<file path="src/rtl/wb_info_arbiter.sv">
// rtl/wb_info_arbiter.sv - round-robin Wishbone B3 arbiter with cyc bus lock
// Optional hung-transfer watchdog enabled by defining WB_INFO_ARB_TIMEOUT_EN.
module wb_info_arbiter #(
  parameter int          NUM_MASTERS = 2,
  parameter int          AW          = 5,
  parameter logic [31:0] TIMEOUT     = 32'd255
) (
  input  logic                      clk,
  input  logic                      rst,
  input  logic [NUM_MASTERS*AW-1:0] m_adr_i,
  input  logic [NUM_MASTERS*32-1:0] m_dat_i,
  input  logic [NUM_MASTERS*4-1:0]  m_sel_i,
  input  logic [NUM_MASTERS-1:0]    m_cyc_i,
  input  logic [NUM_MASTERS-1:0]    m_stb_i,
  input  logic [NUM_MASTERS-1:0]    m_we_i,
  output logic [NUM_MASTERS-1:0]    m_ack_o,
  output logic [NUM_MASTERS-1:0]    m_err_o,
  output logic [NUM_MASTERS-1:0]    m_rty_o,
  output logic [31:0]               m_dat_o,
  output logic [AW-1:0]             s_adr_o,
  output logic [31:0]               s_dat_o,
  output logic [3:0]                s_sel_o,
  output logic                      s_cyc_o,
  output logic                      s_stb_o,
  output logic                      s_we_o,
  input  logic                      s_ack_i,
  input  logic                      s_err_i,
  input  logic                      s_rty_i,
  input  logic [31:0]               s_dat_i,
  output logic [NUM_MASTERS-1:0]    grant_o
);

  typedef enum logic {IDLE, BUSY} state_t;

  state_t                   state, state_nxt;
  logic [NUM_MASTERS-1:0]   grant, grant_nxt;
  logic [1:0]               last, last_nxt;
  logic [1:0]               win;
  logic                     win_vld;
  logic [2:0]               sum;
  logic [3:0]               win_onehot;
  logic [3:0]               cyc_ext, grant_ext;
  logic [4*AW-1:0]          adr_ext;
  logic [4*32-1:0]          dat_ext;
  logic [4*4-1:0]           sel_ext;
  logic [3:0]               stb_ext, we_ext;
  logic                     owner_cyc, owner_stb;
  logic                     term;
  logic                     wd_fire;

  assign term       = s_ack_i | s_err_i | s_rty_i;
  assign owner_cyc  = |(m_cyc_i & grant);
  assign owner_stb  = |(m_stb_i & grant);
  assign win_onehot = 4'b0001 << win;
  assign grant_o    = grant;
  assign m_dat_o    = s_dat_i;

`ifdef WB_INFO_ARB_TIMEOUT_EN
  logic [15:0] wd_cnt;

  assign wd_fire = (state == BUSY) && (wd_cnt == TIMEOUT[15:0]);

  always_ff @(posedge clk or negedge rst) begin
    if (!rst) begin
      wd_cnt <= '0;
    end else if (state != BUSY || wd_fire || !owner_stb || term) begin
      wd_cnt <= '0;
    end else begin
      wd_cnt <= wd_cnt + 16'd1;
    end
  end
`else
  assign wd_fire = 1'b0;
`endif

  always_comb begin
    cyc_ext   = '0;
    stb_ext   = '0;
    we_ext    = '0;
    grant_ext = '0;
    adr_ext   = '0;
    dat_ext   = '0;
    sel_ext   = '0;
    cyc_ext[NUM_MASTERS-1:0]      = m_cyc_i;
    stb_ext[NUM_MASTERS-1:0]      = m_stb_i;
    we_ext[NUM_MASTERS-1:0]       = m_we_i;
    grant_ext[NUM_MASTERS-1:0]    = grant;
    adr_ext[NUM_MASTERS*AW-1:0]   = m_adr_i;
    dat_ext[NUM_MASTERS*32-1:0]   = m_dat_i;
    sel_ext[NUM_MASTERS*4-1:0]    = m_sel_i;
  end

  // Scan farthest-first so the requester nearest to last+1 is assigned last and wins.
  always_comb begin
    win     = '0;
    win_vld = 1'b0;
    sum     = '0;
    for (int k = NUM_MASTERS; k >= 1; k--) begin
      sum = {1'b0, last} + 3'(k);
      if (sum >= 3'(NUM_MASTERS)) sum = sum - 3'(NUM_MASTERS);
      if (cyc_ext[sum[1:0]]) begin
        win     = sum[1:0];
        win_vld = 1'b1;
      end
    end
  end

  always_ff @(posedge clk or negedge rst) begin
    if (!rst) begin
      state <= IDLE;
      grant <= '0;
      last  <= 2'(NUM_MASTERS - 1);
    end else begin
      state <= state_nxt;
      grant <= grant_nxt;
      last  <= last_nxt;
    end
  end

  always_comb begin
    state_nxt = state;
    grant_nxt = grant;
    last_nxt  = last;
    s_adr_o   = '0;
    s_dat_o   = '0;
    s_sel_o   = '0;
    s_we_o    = 1'b0;
    case (state)
      IDLE: begin
        if (win_vld) begin
          state_nxt = BUSY;
          grant_nxt = win_onehot[NUM_MASTERS-1:0];
          last_nxt  = win;
        end
      end
      BUSY: begin
        if (!owner_cyc) begin
          state_nxt = IDLE;
          grant_nxt = '0;
        end
      end
      default: begin
        state_nxt = IDLE;
        grant_nxt = '0;
      end
    endcase
    for (int k = 0; k < 4; k++) begin
      if (grant_ext[k]) begin
        s_adr_o = adr_ext[k*AW +: AW];
        s_dat_o = dat_ext[k*32 +: 32];
        s_sel_o = sel_ext[k*4 +: 4];
        s_we_o  = we_ext[k];
      end
    end
    // A watchdog firing takes the slave off the bus and substitutes its own err.
    s_cyc_o = owner_cyc & ~wd_fire;
    s_stb_o = owner_stb & ~wd_fire;
    m_ack_o = grant & {NUM_MASTERS{s_ack_i & ~wd_fire}};
    m_err_o = grant & {NUM_MASTERS{s_err_i | wd_fire}};
    m_rty_o = grant & {NUM_MASTERS{s_rty_i & ~wd_fire}};
  end

endmodule

</file>
<file path="config.mk">
export PLATFORM = sky130hd
export DESIGN_NAME = wb_info_arbiter
export DESIGN_NICKNAME = d
export VERILOG_FILES = /design/src/rtl/wb_info_arbiter.sv
export SDC_FILE = /design/constraint.sdc
export NUM_CORES = 1
export LEC_CHECK = 0
export CAP_MARGIN = 20
export CORE_AREA = 2 2 80 82
export CTS_CLUSTER_SIZE = 24
export DETAILED_ROUTE_END_ITERATION = 6
export DIE_AREA = 0 0 82 84
export PLACE_DENSITY = 0.74
export SETUP_SLACK_MARGIN = 0.05
export SLEW_MARGIN = 20
export SYNTH_ARGS = -nofsm -noshare
export SYNTH_HDL_FRONTEND = slang
export SYNTH_SLANG_ARGS = --single-unit
</file>
<file path="constraint.sdc">
create_clock -name clk -period 1.9 [get_ports clk]
set_clock_uncertainty 0.2 [all_clocks]
set_input_delay 0.19 -clock clk [delete_from_list [all_inputs] [get_ports clk]]
set_output_delay 0.19 -clock clk [all_outputs]
set_load 0.01 [all_outputs]
</file>
# Yosys cells after proc, flatten, opt, wreduce, memory -nomap -nowiden
# Cells that the tools add are included.
# op_classes
add_sub_neg	4
bitwise	6
magnitude_cmp	4
n_mux	24
shifts	1
eq_ne	2
reduce_logical	4
# ops
op	count
two-way mux 32 bit	2
two-way mux 2 bit	6
AND 2 bit	5
two-way mux 5 bit	2
two-way mux 1 bit	8
two-way mux 4 bit	2
>= comparator 3 x 2 -> 1 bit, second input constant	2
less-than comparator 2 x 3 -> 1 bit, second input constant	2
binary-select mux 1 bit (select 2 bit)	2
!= test 2 bit, second input constant	2
one-hot mux 2 bit (2 select lines)	1
AND reduction 2 bit	2
OR reduction 2 bit	2
subtractor 2 bit, second input constant	2
adder 2 x 1 -> 3 bit, second input constant	1
adder 2 x 2 -> 3 bit, second input constant	1
one-hot mux 1 bit (2 select lines)	1
left shift 1 x 2 -> 2 bit, first input constant	1
NOT 1 bit	1
# totals
register_bits	5
elab_cells	48

# Logic depth before layout (Yosys ltp)
# Gate-level depths: netlist of the first run.
# depth
ltp_word	10
mapped_depth	4
ltp_nobuf	3

# Worst setup path after synthesis of the first run
# OpenSTA, ideal clock, no wires.
# synth_timing
path_type	register to output
startpoint	register grant[1], in the netlist grant_o[1]
endpoint	output port s_adr_o[0]
slack_ps	383
stages_incl_launch_ff	5
arrival_time_ps	1127
path_cell_list	dfrtp_1 buf_4 and2b_1 buf_2 a22o_1
# synth_between
elab_chain_len	1
# synth_lines
item	line_no	source
start: declaration	36	logic [NUM_MASTERS-1:0] grant, grant_nxt;
start signal: assignment	115	grant <= grant_nxt;
two-way mux 5 bit	148	if (grant_ext[k]) begin
end: declaration	20	output logic [AW-1:0] s_adr_o,
# No other way between the ends.

# Worst setup path in the final report of the first run
# layout_timing
startpoint	register grant[1], in the netlist grant_o[1]
endpoint	output port s_adr_o[2]
# Same word-level chain as after synthesis.

==> impl_metrics.tcl, run 1 <==
set metrics [dict create \
    outcome "finished with violations" \
    violations "negative hold slack" \
    place_congestion 0.745 \
    synthCells 124 \
    htreeDepth 1 \
    worst_pin_slew_ns 0.251 \
    drtIter0Drc 26 \
    drc_errors 0 \
    dr_total_vias 1411 \
    areaGrowthSynthToFinish_pct 135 \
    antenna_left 0 \
    setup.worst_path.class "reg2out" \
    setup_viol 0 \
    synth_cell_type_count 22 \
    arrival_ns 1.44 \
    cts-buffers-inserted 3 \
    worstPathMaxFanout 6 \
    diodes 0 \
    hpwl_mm 3.64 \
    dieWidth_um 82 \
    power_density_nw_per_um2 1070 \
    grt_max_degree 31 \
    final_cell_mix "clkdlybuf4s50_1, a22o_1, buf_2" \
    die_y_um 84 \
    worst_ep_required_time_ns 1.51 \
    gr-total-overflow 0 \
    yosysSeqAreaShare_pct 12.8 \
    fin_tns_setup_ns 0 \
    ioPinCount 209 \
    maxSlewHeadroom_pct 83.2 \
    ys_ff_latch 5 \
    final_common_cell "clkdlybuf4s50_1" \
    p_leak_nw 1.09 \
    antenna_found_initial 0 \
    initial_utilization_pct 16.2 \
    regToRegEndpoint "grant_o[1]" \
    crit_path_start_kind "flip-flop" \
    critPathCaptureType "output pin" \
    fin_crit_sh_pct 96.1 \
    synthTopCellsByArea "a22o_1, buf_4, dfrtp_1" \
    wl_per_cell_um 14.9 \
    r2r_setup_slack_ns 0.49 \
    holdCritPathClass "in2async" \
    grt_pass1_wl_mm 6.94 \
    drive_gt1_share_pct 25.2 \
    vias_per_cell 4.42 \
    cts_tree "yes" \
    hold_viol_final 2 \
    layoutNonFillerInstCount 319 \
    ff2ff_path_depth 3 \
    rsz0062_at_grt "true" \
    yosysTopAreaCell "a22o_1" \
    timing.final.crit_period_ns 1.83 \
    wirelength_mm 4.75 \
    dr.pass1.iters 4 \
    netlist.area_leader.share_pct 37.2 \
    ir_drop_mv 0.573 \
    synth-warning-count 0 \
    placed_cells 309 \
    avgSynthCellArea_um2 7.97 \
    syn_area_um2 988 \
    portBuffers 144 \
    maxCapViolCount 0 \
    clkLatencyLatePin_ns 0.22 \
    cts_hold_buffers 0 \
    coreArea_um2 6100 \
    cts_buffer_depth 2 \
    rows 29 \
    dieArea_um2 6890 \
    grt_pass1_vias 1445 \
    numClockSinks 5 \
    grt_usage_pct 12.7 \
    drv_slew 0 \
    root_buffer "clkbuf_8" \
    fmax_mhz 547 \
    r2r_start "last[1]" \
    hold-worst-slack_ns -0.00293 \
    synth_fp_nets 249 \
    clk_transition_reported_paths_ns 0.03 \
    fin_nets 368 \
    p_total_w 0.00248 \
]
==> cell type report <==
type                       count  area, um^2
fill                         630        3770
timing repair buffer         157        1480
multi-input combinational     74         564
sequential                     5         128
tap                           77        96.3
clock buffer                   4        45.0
inverter                       2        7.51
==> where the power goes <==
part	switching, W	total [W]	internal, W
clock network	0.0000477	0.000191	0.000144
logic	0.000924	0.00209	0.00116
registers	0.0000447	0.000204	0.000159
total	0.00102	0.00248	0.00147
==> synthesized netlist by cell type <==
| library cell | n |
|---|---|
| nor2b_1 | 2 |
| dfstp_2 | 1 |
| o221ai_2 | 1 |
| nand2_1 | 7 |
| clkbuf_1 | 4 |
| dfrtp_1 | 4 |
| nor2_1 | 2 |
| or3b_1 | 1 |
| buf_4 | 33 |
| a211oi_1 | 2 |
| a21oi_1 | 2 |
| and2_1 | 6 |
| a21boi_1 | 1 |
| a21o_1 | 1 |
| a22o_1 | 42 |
| inv_1 | 2 |
| o21ai_1 | 2 |
| nand2b_1 | 1 |
| buf_2 | 6 |
| nor3b_2 | 1 |
| o21ai_0 | 2 |
| and2b_1 | 1 |
==> critical path: stages (launching register included) <==
cell	delay, ns
dfrtp_2	0.42
and2b_4	0.29
buf_12	0.13
buf_12	0.11
a22o_1	0.14
buf_2	0.13
==> worst max path at each step <==
| stage | end | cells past startpoint | startpoint |
|---|---|---|---|
| final | s_adr_o[2] | 5 | grant_o[1] |
| after global routing | s_dat_o[3] | 5 | grant_o[1] |
| after global placement | s_dat_o[20] | 4 | grant_o[1] |
| after floorplan | s_adr_o[0] | 4 | grant_o[1] |
| after CTS | s_dat_o[22] | 4 | grant_o[1] |
| after detailed placement | s_sel_o[2] | 4 | grant_o[1] |
==> kinds of logic (layout without fill, tap and decap cells) <==
family	after synthesis	after routing	synth area share (%)
AO/OA/AOI/OAI	53	53	44.8
AND/OR/NAND/NOR	21	21	12.0
flip-flops	5	5	12.8
buffers and inverters	45	163	30.4
==> sequential cells by signal (all words and copies together), names as in the netlist <==
name and flops:
state 1, grant_o 2, last 2
==> layer usage <==
metal	up-vias	global-route usage, %	part of all wire, %
met4	0	2.12	0.93
met2	79	22.3	51
met1	654	15.0	39
met5	-	0	0
li1	670	-	-
met3	8	3.90	9.7
==> timing repair <==
action / 4_1_cts / 5_1_grt
buffers inserted: 1 / 1
gates cloned: 2 / 2
pin swaps: 1 / 12
gates resized for setup: 151 / 32
setup endpoints to repair: 48 / 35
==> per-stage QoR <==
stage,setup slack [ns],utilization (%),area (um^2)
after floorplan,0.383,-,988
after global placement,-0.0249,37.7,2300
after detailed placement,-0.0678,37.7,2300
after CTS,-0.0240,38.5,2350
after global routing,0.0133,38.1,2320
final,0.0734,38.1,2320
(Power assumes the default switching activity.)
==> run 2: changes to the inputs <==
- CAP_MARGIN: 20 -> default
==> results of run 2 <==
Final layout, timing and power as in run 1 (identical DEF).
==> run 3: changes to the inputs <==
- CORE_AREA: 2 2 80 82 -> 3 3 79 81
- PLACE_DENSITY: 0.74 -> 0.77
==> run 3 against run 2 <==
The run now ends clean. First-iteration DRC count fell by 62%. Flip-flop and latch count did not move. Highest routed layer unchanged. Maximum frequency down 3.5%. Global-route usage decreased by 0.73 points. Routed wire length is 0.21% higher. Sequential share of layout area about the same. Non-clock buffer count unchanged. Core utilization is 3.6 points higher. Sequential power grew 3%. Clock-buffer cell count did not move. Clock power grew 3%. Hold slack better by 0.18 ns.
==> impl_metrics.tcl, run 3 (same netlist as run 1, synthesis figures left out) <==
set metrics [dict create \
    pwr-share-comb_pct 83.3 \
    worst_pin_slew_ns 0.253 \
    layoutNonFillerInstCount 314 \
    timing.final.crit_period_ns 1.89 \
    cts-buffers-inserted 3 \
    maxSlewHeadroom_pct 83.1 \
    outcome "complete, no violations" \
    setup_viol 0 \
    setup_ws_ns 0.00771 \
    critPathMaxStageDelay_ns 0.41 \
    min_to "m_dat_o[21]" \
    critPathCaptureType "output pin" \
    p_sw_w 0.000993 \
    clkLatencyLatePin_ns 0.22 \
    drv_slew 0 \
    cts_tree "yes" \
    pre_cts_slack_ns -0.0417 \
    path_cells "and2b_2, buf_12, clkbuf_16, a22o_1, buf_2" \
    holdPathStages 0 \
    htreeDepth 1 \
    dieArea_um2 6890 \
    grt_pass1_wl_mm 6.63 \
    min_from "s_dat_i[21]" \
    dr.pass1.iters 4 \
    ioPinCount 209 \
    rows 27 \
    final_common_cell "clkdlybuf4s50_1" \
    ff2ff_path_depth 3 \
    grt_pass1_vias 1357 \
    cp.depth 5 \
    p_sw_share_pct 40.7 \
    placed_cells 304 \
    hpwl_mm 3.76 \
    coreArea_um2 5540 \
    utilization_pct 41.7 \
    numClockSinks 5 \
    diodes 0 \
    wl_per_cell_um 15.2 \
    place_congestion 0.832 \
    grt_max_degree 28 \
    power_density_nw_per_um2 1060 \
    fmax_mhz 528 \
    final_cell_mix "clkdlybuf4s50_1, a22o_1, buf_2" \
    p_total_w 0.00244 \
    drtIter0Drc 10 \
    die_y_um 84 \
    crit_slowest_cell "dfrtp_2" \
    p_leak_nw 1.10 \
    crit_path_start_kind "flip-flop" \
    hold_viol_final 0 \
    initial_utilization_pct 17.8 \
    gr-total-overflow 0 \
    fin_crit_sh_pct 99.6 \
    vias_per_cell 4.44 \
    arrival_ns 1.50 \
    setup.worst_path.class "reg2out" \
    r2r_start "state" \
    crit_family "buffers and inverters" \
    p_seq_share_pct 8.6 \
    regToRegEndpoint "grant_o[1]" \
    crit_buf_inv 3 \
    rsz0062_at_grt "true" \
    antenna_left 0 \
    root_buffer "clkbuf_8" \
    grt_usage_pct 12.0 \
    antenna_found_initial 0 \
    wirelength_mm 4.76 \
    areaGrowthSynthToFinish_pct 134 \
    drc_errors 0 \
    intPower_w 0.00145 \
    worst_ep_required_time_ns 1.51 \
    clock_power_share_pct 8.1 \
    r2r_setup_slack_ns 0.49 \
    drive_gt1_share_pct 24.8 \
    portBuffers 144 \
    cts_buffer_depth 2 \
    holdCritPathClass "in2out" \
    fin_nets 368 \
    dieWidth_um 82 \
    worstPathMaxFanout 8 \
    dr_total_vias 1394 \
    clk_transition_reported_paths_ns 0.04 \
    maxCapViolCount 0 \
    ir_drop_mv 0.683 \
]
## run 3: cell count changes in the layout (fill, tap and decap cells not counted), sizes merged
cell,delta
clkdlybuf4s50,+1
dlymetal6s2s,+2
dlygate4sd3,+1
dlygate4sd2,-3
clkbuf,+1
buf,-2
## run 3: worst max path at each step
| stage | start | endpoint | slack (ns) |
|---|---|---|---|
| detailed placement | grant_o[1] | s_dat_o[7] | -0.04 |
| global route | grant_o[1] | s_dat_o[21] | -0.05 |
| CTS | grant_o[1] | s_cyc_o | -0.06 |
| finish | grant_o[1] | s_dat_o[10] | 0.008 |
| floorplan | grant_o[1] | s_adr_o[0] | 0.38 |
| global placement | grant_o[1] | s_dat_o[13] | -0.01 |
## run 3: power by group through the flow
stage	clock network (W)	registers, W	logic [W]
floorplan	0	0.000198	0.00105
global placement	0	0.000193	0.00216
detailed placement	0	0.000196	0.00218
CTS	0.000202	0.000199	0.00197
global route	0.000213	0.000220	0.00220
finish	0.000197	0.000210	0.00203
## run 3: per-layer routing
metal / up-vias / routed length [um] / part of all wire, % / track usage [%]
li1: 668 / - / - / -
met1: 632 / 1660 / 35 / 13.2
met2: 88 / 2470 / 52 / 21.3
met3: 6 / 585 / 12 / 3.89
met4: 0 / 47 / 0.99 / 3.17
met5: - / 0 / 0 / 0
## run 3: worst register-to-register path, stage by stage (launching register included)
cell	delay, ns
dfrtp_1	0.43
or3b_1	0.39
a21boi_1	0.15
o221ai_2	0.16
## run 3: final cells by class
class | instances | area [um^2]
Tap cell | 72 | 90.1
Timing Repair Buffer | 157 | 1480
Sequential cell | 5 | 128
Clock buffer | 4 | 45.0
Multi-Input combinational cell | 74 | 563
Fill cell | 577 | 3230
Inverter | 2 | 7.51
## run 3: stage by stage
| stage | instance area [um^2] | setup TNS (ns) | hold WS [ns] |
|---|---|---|---|
| after floorplan | 988 | 0 | -0.306 |
| after global placement | 2300 | -0.0963 | 0.180 |
| after detailed placement | 2300 | -0.465 | 0.180 |
| after CTS | 2230 | -0.176 | 0.180 |
| after global routing | 2310 | -1.06 | 0.180 |
| final | 2310 | 0 | 0.180 |
## run 3: timing repair
item,CTS,global route
pin swaps,1,1
gates cloned,1,3
endpoints found under the hold margin,4,0
setup buffers,2,0
setup endpoints to repair,47,48
hold buffers,1,0
gates resized for setup,165,12
